File: src/rtl/uart_pkg.sv
// Shared constants for the UART frame parser: FSM state codes, default header bytes, bit timing.
package uart_pkg;

    localparam logic [2:0] ST_IDLE = 3'd0;
    localparam logic [2:0] ST_HDR  = 3'd1;
    localparam logic [2:0] ST_LEN  = 3'd2;
    localparam logic [2:0] ST_PAY  = 3'd3;
    localparam logic [2:0] ST_CSUM = 3'd4;

    localparam logic [7:0] DEF_HDR0 = 8'h55;
    localparam logic [7:0] DEF_HDR1 = 8'hAA;

    localparam int BIT_CYC  = 434;
    localparam int BYTE_CYC = 10 * BIT_CYC;

endpackage

File: src/rtl/uart_word_packer.sv
// Packs payload bytes into 32-bit little-endian words and holds each word until downstream accepts it.
module uart_word_packer (
    input  logic        sclk,
    input  logic        s_rst,
    input  logic        byte_vld,
    input  logic [7:0]  byte_data,
    input  logic [1:0]  lane,
    input  logic        byte_last,
    input  logic        flush,
    input  logic        out_rdy,
    output logic [31:0] out_data,
    output logic [3:0]  out_keep,
    output logic        out_last,
    output logic        out_vld,
    output logic        ovf_err
);

    logic [3:0][7:0] acc;
    logic [3:0][7:0] word;
    logic [3:0]      keep_w;
    logic            complete;
    logic            can_load;

    always_comb begin
        word       = acc;
        word[lane] = byte_data;
        keep_w     = '0;
        for (int i = 0; i < 4; i++) keep_w[i] = (i <= int'(lane));
    end

    assign complete = byte_vld && (lane == 2'd3 || byte_last);
    // An accept in this cycle frees the register for a word completing in the same cycle.
    assign can_load = !out_vld || out_rdy;

    always_ff @(posedge sclk) begin
        if (s_rst) begin
            acc      <= '0;
            out_data <= '0;
            out_keep <= '0;
            out_last <= 1'b0;
            out_vld  <= 1'b0;
            ovf_err  <= 1'b0;
        end else begin
            if (out_vld && out_rdy) out_vld <= 1'b0;

            if (flush)          acc <= '0;
            else if (complete)  acc <= '0;
            else if (byte_vld)  acc[lane] <= byte_data;

            if (complete) begin
                if (can_load) begin
                    out_data <= word;
                    out_keep <= keep_w;
                    out_last <= byte_last;
                    out_vld  <= 1'b1;
                end else begin
                    ovf_err <= 1'b1;
                end
            end
        end
    end

endmodule

File: src/rtl/uart_frame_parser.sv
// Parses HDR0 HDR1 LEN payload CSUM frames from a UART byte stream into 32-bit words.
// Optional inter-byte timeout enabled by defining UART_FRAME_TIMEOUT_EN.
module uart_frame_parser
    import uart_pkg::*;
#(
    parameter logic [7:0] HDR0        = DEF_HDR0,
    parameter logic [7:0] HDR1        = DEF_HDR1,
    parameter int         TIMEOUT_CYC = BYTE_CYC
) (
    input  logic        sclk,
    input  logic        s_rst,
    input  logic [7:0]  rx_data,
    input  logic        rx_data_vld,
    output logic [31:0] out_data,
    output logic [3:0]  out_keep,
    output logic        out_last,
    output logic        out_vld,
    input  logic        out_rdy,
    output logic        frame_ok,
    output logic        csum_err,
    output logic        ovf_err,
    output logic        tmo_err
);

    logic [2:0] state;
    logic [7:0] cnt;
    logic [7:0] csum;
    logic [1:0] idx;
    logic       pay_vld;
    logic       pay_last;
    logic       flush;

    assign pay_vld  = rx_data_vld && (state == ST_PAY);
    assign pay_last = (cnt == 8'd1);

`ifdef UART_FRAME_TIMEOUT_EN
    localparam int TMO_W = $clog2(TIMEOUT_CYC + 1);
    logic [TMO_W-1:0] tmo_cnt;

    // Fires on the TIMEOUT_CYC-th idle cycle after the last byte of an open frame.
    assign flush = (state != ST_IDLE) && !rx_data_vld
                   && (tmo_cnt == TMO_W'(TIMEOUT_CYC - 1));

    always_ff @(posedge sclk) begin
        if (s_rst) begin
            tmo_cnt <= '0;
            tmo_err <= 1'b0;
        end else begin
            tmo_err <= flush;
            if (state == ST_IDLE || rx_data_vld || flush) tmo_cnt <= '0;
            else                                          tmo_cnt <= tmo_cnt + 1'b1;
        end
    end
`else
    assign flush   = 1'b0;
    assign tmo_err = 1'b0;
`endif

    always_ff @(posedge sclk) begin
        if (s_rst) begin
            state    <= ST_IDLE;
            cnt      <= '0;
            csum     <= '0;
            idx      <= '0;
            frame_ok <= 1'b0;
            csum_err <= 1'b0;
        end else begin
            frame_ok <= 1'b0;
            csum_err <= 1'b0;
            if (flush) begin
                state <= ST_IDLE;
            end else if (rx_data_vld) begin
                case (state)
                    ST_IDLE: if (rx_data == HDR0) state <= ST_HDR;
                    ST_HDR: begin
                        if (rx_data == HDR1)      state <= ST_LEN;
                        else if (rx_data != HDR0) state <= ST_IDLE;
                    end
                    ST_LEN: begin
                        if (rx_data == 8'd0) begin
                            state <= ST_IDLE;
                        end else begin
                            cnt   <= rx_data;
                            csum  <= rx_data;
                            idx   <= '0;
                            state <= ST_PAY;
                        end
                    end
                    ST_PAY: begin
                        csum <= csum + rx_data;
                        cnt  <= cnt - 8'd1;
                        idx  <= idx + 2'd1;
                        if (pay_last) state <= ST_CSUM;
                    end
                    ST_CSUM: begin
                        frame_ok <= (rx_data == csum);
                        csum_err <= (rx_data != csum);
                        state    <= ST_IDLE;
                    end
                    default: state <= ST_IDLE;
                endcase
            end
        end
    end

    uart_word_packer u_packer (
        .sclk      (sclk),
        .s_rst     (s_rst),
        .byte_vld  (pay_vld),
        .byte_data (rx_data),
        .lane      (idx),
        .byte_last (pay_last),
        .flush     (flush),
        .out_rdy   (out_rdy),
        .out_data  (out_data),
        .out_keep  (out_keep),
        .out_last  (out_last),
        .out_vld   (out_vld),
        .ovf_err   (ovf_err)
    );

endmodule

File: config.mk
export PLATFORM = sky130hd
export DESIGN_NAME = uart_frame_parser
export DESIGN_NICKNAME = d
export VERILOG_FILES = /design/src/rtl/uart_pkg.sv /design/src/rtl/uart_word_packer.sv /design/src/rtl/uart_frame_parser.sv
export SDC_FILE = /design/constraint.sdc
export NUM_CORES = 1
export LEC_CHECK = 0
export BUFFER_PORTS_ARGS = -buffer_cell sky130_fd_sc_hd__buf_2
export CAP_MARGIN = 20
export CORE_ASPECT_RATIO = 0.9
export CORE_MARGIN = 10
export CORE_UTILIZATION = 53
export DETAILED_ROUTE_END_ITERATION = 10
export HOLD_SLACK_MARGIN = 0.12
export PLACE_DENSITY = 0.72
export RECOVER_POWER = 100
export SKIP_CTS_REPAIR_TIMING = 1
export SYNTH_ARGS = -nofsm -noshare
export SYNTH_HDL_FRONTEND = slang
export SYNTH_SLANG_ARGS = --single-unit
File: constraint.sdc
create_clock -name sclk -period 2.04 [get_ports sclk]
set_clock_uncertainty 0.1 [all_clocks]
set_input_delay 0.306 -clock sclk [delete_from_list [all_inputs] [get_ports sclk]]
set_output_delay 0.306 -clock sclk [all_outputs]
set_load 0.1 [all_outputs]
======== After elaboration in Yosys (flattened, before gate mapping) ========
Index checks and enable logic that the tools add are counted.
storage, ports and cells
  flip-flop bits (word level) ............. 94
  input port bits ......................... 12
  output and inout port bits .............. 42
  word-level logic and storage cells ...... 74
cells by class
  $add $sub $neg .......................... 3
  $lt $le $gt $ge ......................... 5
  equality and inequality tests ........... 15
  mux-type cells .......................... 17
  bitwise gates (word level) .............. 3
  reduce and logical (&&, ||, !) cells .... 16
operators with widths
  cell                                                                     number
  32-bit bitwise mux                                                       1
  8-bit one-hot mux with 2 select lines                                    2
  8-bit demux with 2-bit select                                            1
  8-bit 2-to-1 mux                                                         2
  3-bit 2-to-1 mux                                                         4
  3-bit one-hot mux with 4 select lines                                    1
  8-bit adder                                                              1
  8-bit by 1-bit == test with 1-bit output, second input constant          1
  8-bit by 7-bit == test with 1-bit output, second input constant          1
  8-bit == test                                                            1
  8-bit == test, second input constant                                     1
  8-bit zero test                                                          1
  8-bit by 7-bit inequality test with 1-bit output, second input constant  1
  8-bit inequality test                                                    1
  8-bit by 1-bit subtractor with 8-bit output, second input constant       1
  3-bit by 2-bit == test with 1-bit output, second input constant          2
  2-bit less-or-equal comparator, first input constant                     2
  1-bit logical AND                                                        4
  2-bit 2-to-1 mux                                                         2
  2-bit inequality test, second input constant                             2
  2-bit one-hot mux with 2 select lines                                    1
  2-bit AND reduction                                                      2
  4-bit AND reduction                                                      1
  3-bit by 1-bit == test with 1-bit output, second input constant          1
  other kinds (17)                                                         22

======== Logic depth before layout (Yosys ltp) ========
  word-level depth ........................ 5
  gate-level depth with buffers ........... 8
  depth with buffers taken out ............ 8

======== Modules after synthesis ========
Synthesis repeated with hierarchy kept, for this count alone.
unflattened totals
  cells, all modules ...................... 460
  area, all modules ....................... 4,493.1 µm²
modules (own cells, without submodules)
  module             times used  cells each  area each (µm²)  seq. area each (µm²)
  uart_word_packer   1           257         2,855.2          1,421.4
  uart_frame_parser  1           203         1,637.8          460.4

======== Worst setup path before layout ========
Ideal clock, no wire load.
  path kind ............................... reg2reg
  start ................................... reg cnt[2]
  end ..................................... reg u_packer.out_data[24]
  setup time .............................. 0.080 ns
  data arrival time ....................... 1.878 ns
  required time ........................... 1.860 ns
  path slack .............................. -0.018 ns
  cell stages (with the launch flop) ...... 8
  path buffers ............................ 2
  period minus slack after synthesis ...... 2.058 ns
  cell sequence ........................... dfxtp_1 -> or4_4 -> nor4b_4 -> o211a_1 -> buf_6 -> buf_6 -> nor2_1 -> a211oi_2
between the ends
  word-level cells in the longest chain between the ends .. 4
RTL lines
  element                                   RTL line                 text
  start, declared                           uart_frame_parser.sv:26  logic [7:0] cnt;
  start signal, assigned                    uart_frame_parser.sv:83  cnt <= rx_data;
  start signal, assigned                    uart_frame_parser.sv:91  cnt <= cnt - 8'd1;
  8-bit by 1-bit == test with 1-bit output  uart_frame_parser.sv:34  assign pay_last = (cnt == 8'd1);
  1-bit logical OR                          uart_word_packer.sv:31   assign complete = byte_vld && (lane == 2'd3 || byte_last);
  1-bit logical AND                         uart_word_packer.sv:31
  2-bit AND reduction (no line)             n/a
  end signal, assigned                      uart_word_packer.sv:52   out_data <= word;
  end, declared                             uart_word_packer.sv:11   output logic [31:0] out_data,
Every way passes these cells.
A chain may end at the register's enable or synchronous reset.

======== Worst setup path after layout ========
  start ................................... reg cnt[2]
  end ..................................... reg u_packer.out_data[11]
The elaborated chain is that of the path after synthesis.

==> flow_summary.json <==
{
  "cp.required_ns": 2.23,
  "synthXorXnorAreaFrac": 0.00368,
  "slew_headroom": 0.635,
  "initial_core_util": 0.550,
  "post-route-drc-count": 0,
  "syn-num-nets": 573,
  "drt_pass1_iterations": 5,
  "via_per_inst": 5.81,
  "synth_edf_count": 0,
  "hold_class": "primary input to flip-flop",
  "clk_pin_slew_ns": 0.10,
  "async_flop_share": 0,
  "drt_iter0_markers": 292,
  "coreArea_um2": 8650,
  "cts_tree": "built",
  "worst_pin_slew_ns": 0.550,
  "synth-adder-area-share": 0.0410,
  "seq_area_frac_synth": 0.395,
  "synthMuxAreaShare": 0.0757,
  "ir_worst_vdd_v": 0.000412,
  "synth-compound-area-share": 0.219,
  "crit_end": "u_packer.out_data[11]",
  "violations": "setup timing",
  "cap_viol_max_count": 0,
  "preCtsSetupSlack_ns": -0.107,
  "die-area_um2": 13200,
  "avgSynthCellArea_um2": 8.72,
  "avgRoutedWirePerCell_um": 17.6,
  "vias": 4360,
  "grt_antenna_before_repair": 0,
  "synth_area_um2": 4760,
  "ys.flop_type": "dfxtp_1",
  "maxSlewViolCount": 0,
  "antenna_left": 0,
  "r2r_cells": 6,
  "placed_area_um2": 5410,
  "rsz0062_at_grt": "yes",
  "grt_usage": 0.179,
  "numCtsBuffers": 9,
  "setup_ws_ns": -0.0434,
  "die_h_um": 110,
  "rows": 32,
  "fmax_ghz": 0.480,
  "fin_nets": 654,
  "synth_cells": 546,
  "ys_seq_elements": 94,
  "ff2ff_setup_slack_ns": -0.04,
  "dp_hpwl_um": 8660,
  "regArea_um2": 1880,
  "fin_crit_ns": 2.08,
  "critPathArrivalTime_ns": 2.28,
  "synth_top_family_by_area": "compound AO/OA/AOI/OAI gates",
  "grt_max_degree": 39,
  "synth_area_leaders": "dfxtp_1 40%, a211oi_2 8.9%, mux2i_1 7.6%",
  "routabilityCongestion": 0.888,
  "wirelength_um": 13200,
  "cellLeakagePower_nw": 2.15,
  "fp.dieW_um": 120,
  "cts_sinks": 94,
  "yosysTopAreaCell": "dfxtp_1",
  "overflow": 0,
  "io_buffer_count": 52,
  "worst-path-max-fanout": 18,
  "cp-startpoint": "cnt[2]",
  "syn2layout_area_growth_pct": 23.9,
  "hold_viol": 0,
  "reg2reg_from": "cnt[2]",
  "num-fill-cells": 701,
  "yosys.area_share.simple": 0.205,
  "crit_path_end_kind": "flip-flop",
  "cts_root_buffer": "clkbuf_8",
  "crit_type": "flip-flop to flip-flop",
  "status": "finished, violations left",
  "n_antenna_cell": 0,
  "multi_input_area_um2": 2750,
  "fin_area_um2": 5900,
  "ys_warn_count": 0,
  "grt_pass1_wl_um": 19500,
  "fin_crit_sh": 1.02,
  "io_pins": 54,
  "start_kind": "flip-flop",
  "htree_levels": 3,
  "clk_path_buf_depth": 2,
  "synth_top_area_frac": 0.395,
  "grt_pass1_vias": 3968,
  "drive_above_1_share": 0.334,
  "p_per_area_nw_per_um2": 556,
  "setup_viol": 45,
  "clk_latency_ns": 0.37,
  "r2r-end": "u_packer.out_data[11]",
  "ys_types": 54
}
## area by class of cell
class                           instances  area share
Multi-Input combinational cell        391       0.466
Sequential cell                        94       0.319
Timing Repair Buffer                  119       0.149
Tap cell                              119      0.0252
Clock buffer                            9      0.0210
Clock inverter                          7      0.0112
Inverter                               12     0.00764
## state kept, by name (all words and copies together) (netlist names)
signal             cells
cnt                    8
csum                   8
csum_err               1
frame_ok               1
idx                    2
state                  3
u_packer.acc          32
u_packer.out_data     32
u_packer.out_keep      4
u_packer.out_last      1
u_packer.out_vld       1
u_packer.ovf_err       1
## metal layers
metal / track usage / up-vias / part of all wire
li1: - / 2108 / -
met1: 0.225 / 2087 / 0.44
met2: 0.298 / 142 / 0.48
met3: 0.0492 / 23 / 0.062
met4: 0.0508 / 0 / 0.017
met5: 0 / - / 0
## worst min path at each step
stage,start,cells past startpoint,slack (ns),end
floorplan,u_packer.acc[0],2,0.34,u_packer.acc[0]
global placement,u_packer.acc[26],2,0.34,u_packer.acc[26]
detailed placement,u_packer.acc[29],2,0.35,u_packer.acc[29]
CTS,rx_data[3],3,0.14,u_packer.acc[3]
global route,rx_data[5],3,0.14,u_packer.acc[5]
finish,rx_data[3],3,0.16,u_packer.acc[3]
## stage by stage
| step | util | hold WS, ns | power, mW | cells | TNS [ns] |
|---|---|---|---|---|---|
| floorplan | - | 0.336 | 1.98 | 546 | 0 |
| global placement | 0.626 | 0.341 | 2.06 | 726 | -0.0249 |
| detailed placement | 0.626 | 0.346 | 2.06 | 726 | -0.152 |
| CTS | 0.648 | 0.138 | 3.27 | 742 | -0.663 |
| global route | 0.682 | 0.141 | 3.38 | 751 | -4.79 |
| finish | 0.682 | 0.159 | 3.28 | 751 | -0.954 |
## synth_stat cells (2+ instances only)
| cell type | n |
|---|---|
| dfxtp_1 | 94 |
| a211o_1 | 3 |
| nand2b_1 | 5 |
| mux2i_1 | 36 |
| nor3b_1 | 5 |
| o211a_1 | 2 |
| nand3b_1 | 2 |
| o21a_1 | 2 |
| nor2b_1 | 5 |
| buf_6 | 5 |
| xnor2_1 | 2 |
| a22oi_1 | 2 |
| or4_1 | 3 |
| and4b_1 | 2 |
| buf_4 | 4 |
| nor4_1 | 4 |
| a21o_1 | 2 |
| and3b_1 | 2 |
| inv_1 | 12 |
| a311oi_1 | 3 |
| nand2_1 | 53 |
| o21ai_0 | 20 |
| a21oi_1 | 42 |
| o31ai_1 | 2 |
| and3_1 | 4 |
| a211oi_2 | 34 |
| nor2_1 | 69 |
| nor3_1 | 5 |
| buf_2 | 3 |
| ha_1 | 14 |
| a211oi_1 | 6 |
| a31oi_1 | 2 |
| clkbuf_1 | 37 |
| and4_1 | 2 |
| nand3_1 | 38 |
| a2111oi_0 | 2 |
## cells in the final DEF, fill, tap and decap left out, drive strengths merged, types with 3 or more instances in the layout
master	count
dfxtp	94
buf	71
nor2	69
clkbuf	57
nand2	53
a21oi	42
a211oi	40
nand3	38
mux2i	36
o21ai	21
inv	16
ha	14
nand2b	5
nor3	5
nor2b	5
nor3b	5
nor4	5
and3	4
or4	4
a211o	3
a311oi	3
## worst max-delay path, cell delays in order (launching register included)
cell,delay [ns]
dfxtp_2,0.33
or4_4,0.55
nor4b_4,0.27
o211a_4,0.30
clkbuf_16,0.23
nor2_1,0.06
a211oi_2,0.17
## where the power goes
part / internal [mW] / total [mW] / switching (mW) / leakage [nW]
registers: 1.83 / 1.83 / 0.0000653 / 0.757
logic: 0.0764 / 0.220 / 0.143 / 1.30
clock network: 0.473 / 1.23 / 0.752 / 0.0953
## logic make-up (layout without fill, tap and decap cells)
logic type / count (synthesis) / in the layout
other: 1 / 1
adder cells (fa/ha/maj): 15 / 15
AO/OA/AOI/OAI: 133 / 133
XOR/XNOR: 2 / 2
buffers and inverters: 61 / 147
flip-flops: 94 / 94
AND/OR/NAND/NOR: 204 / 204
multiplexers: 36 / 36
(Power assumes the default switching activity.)
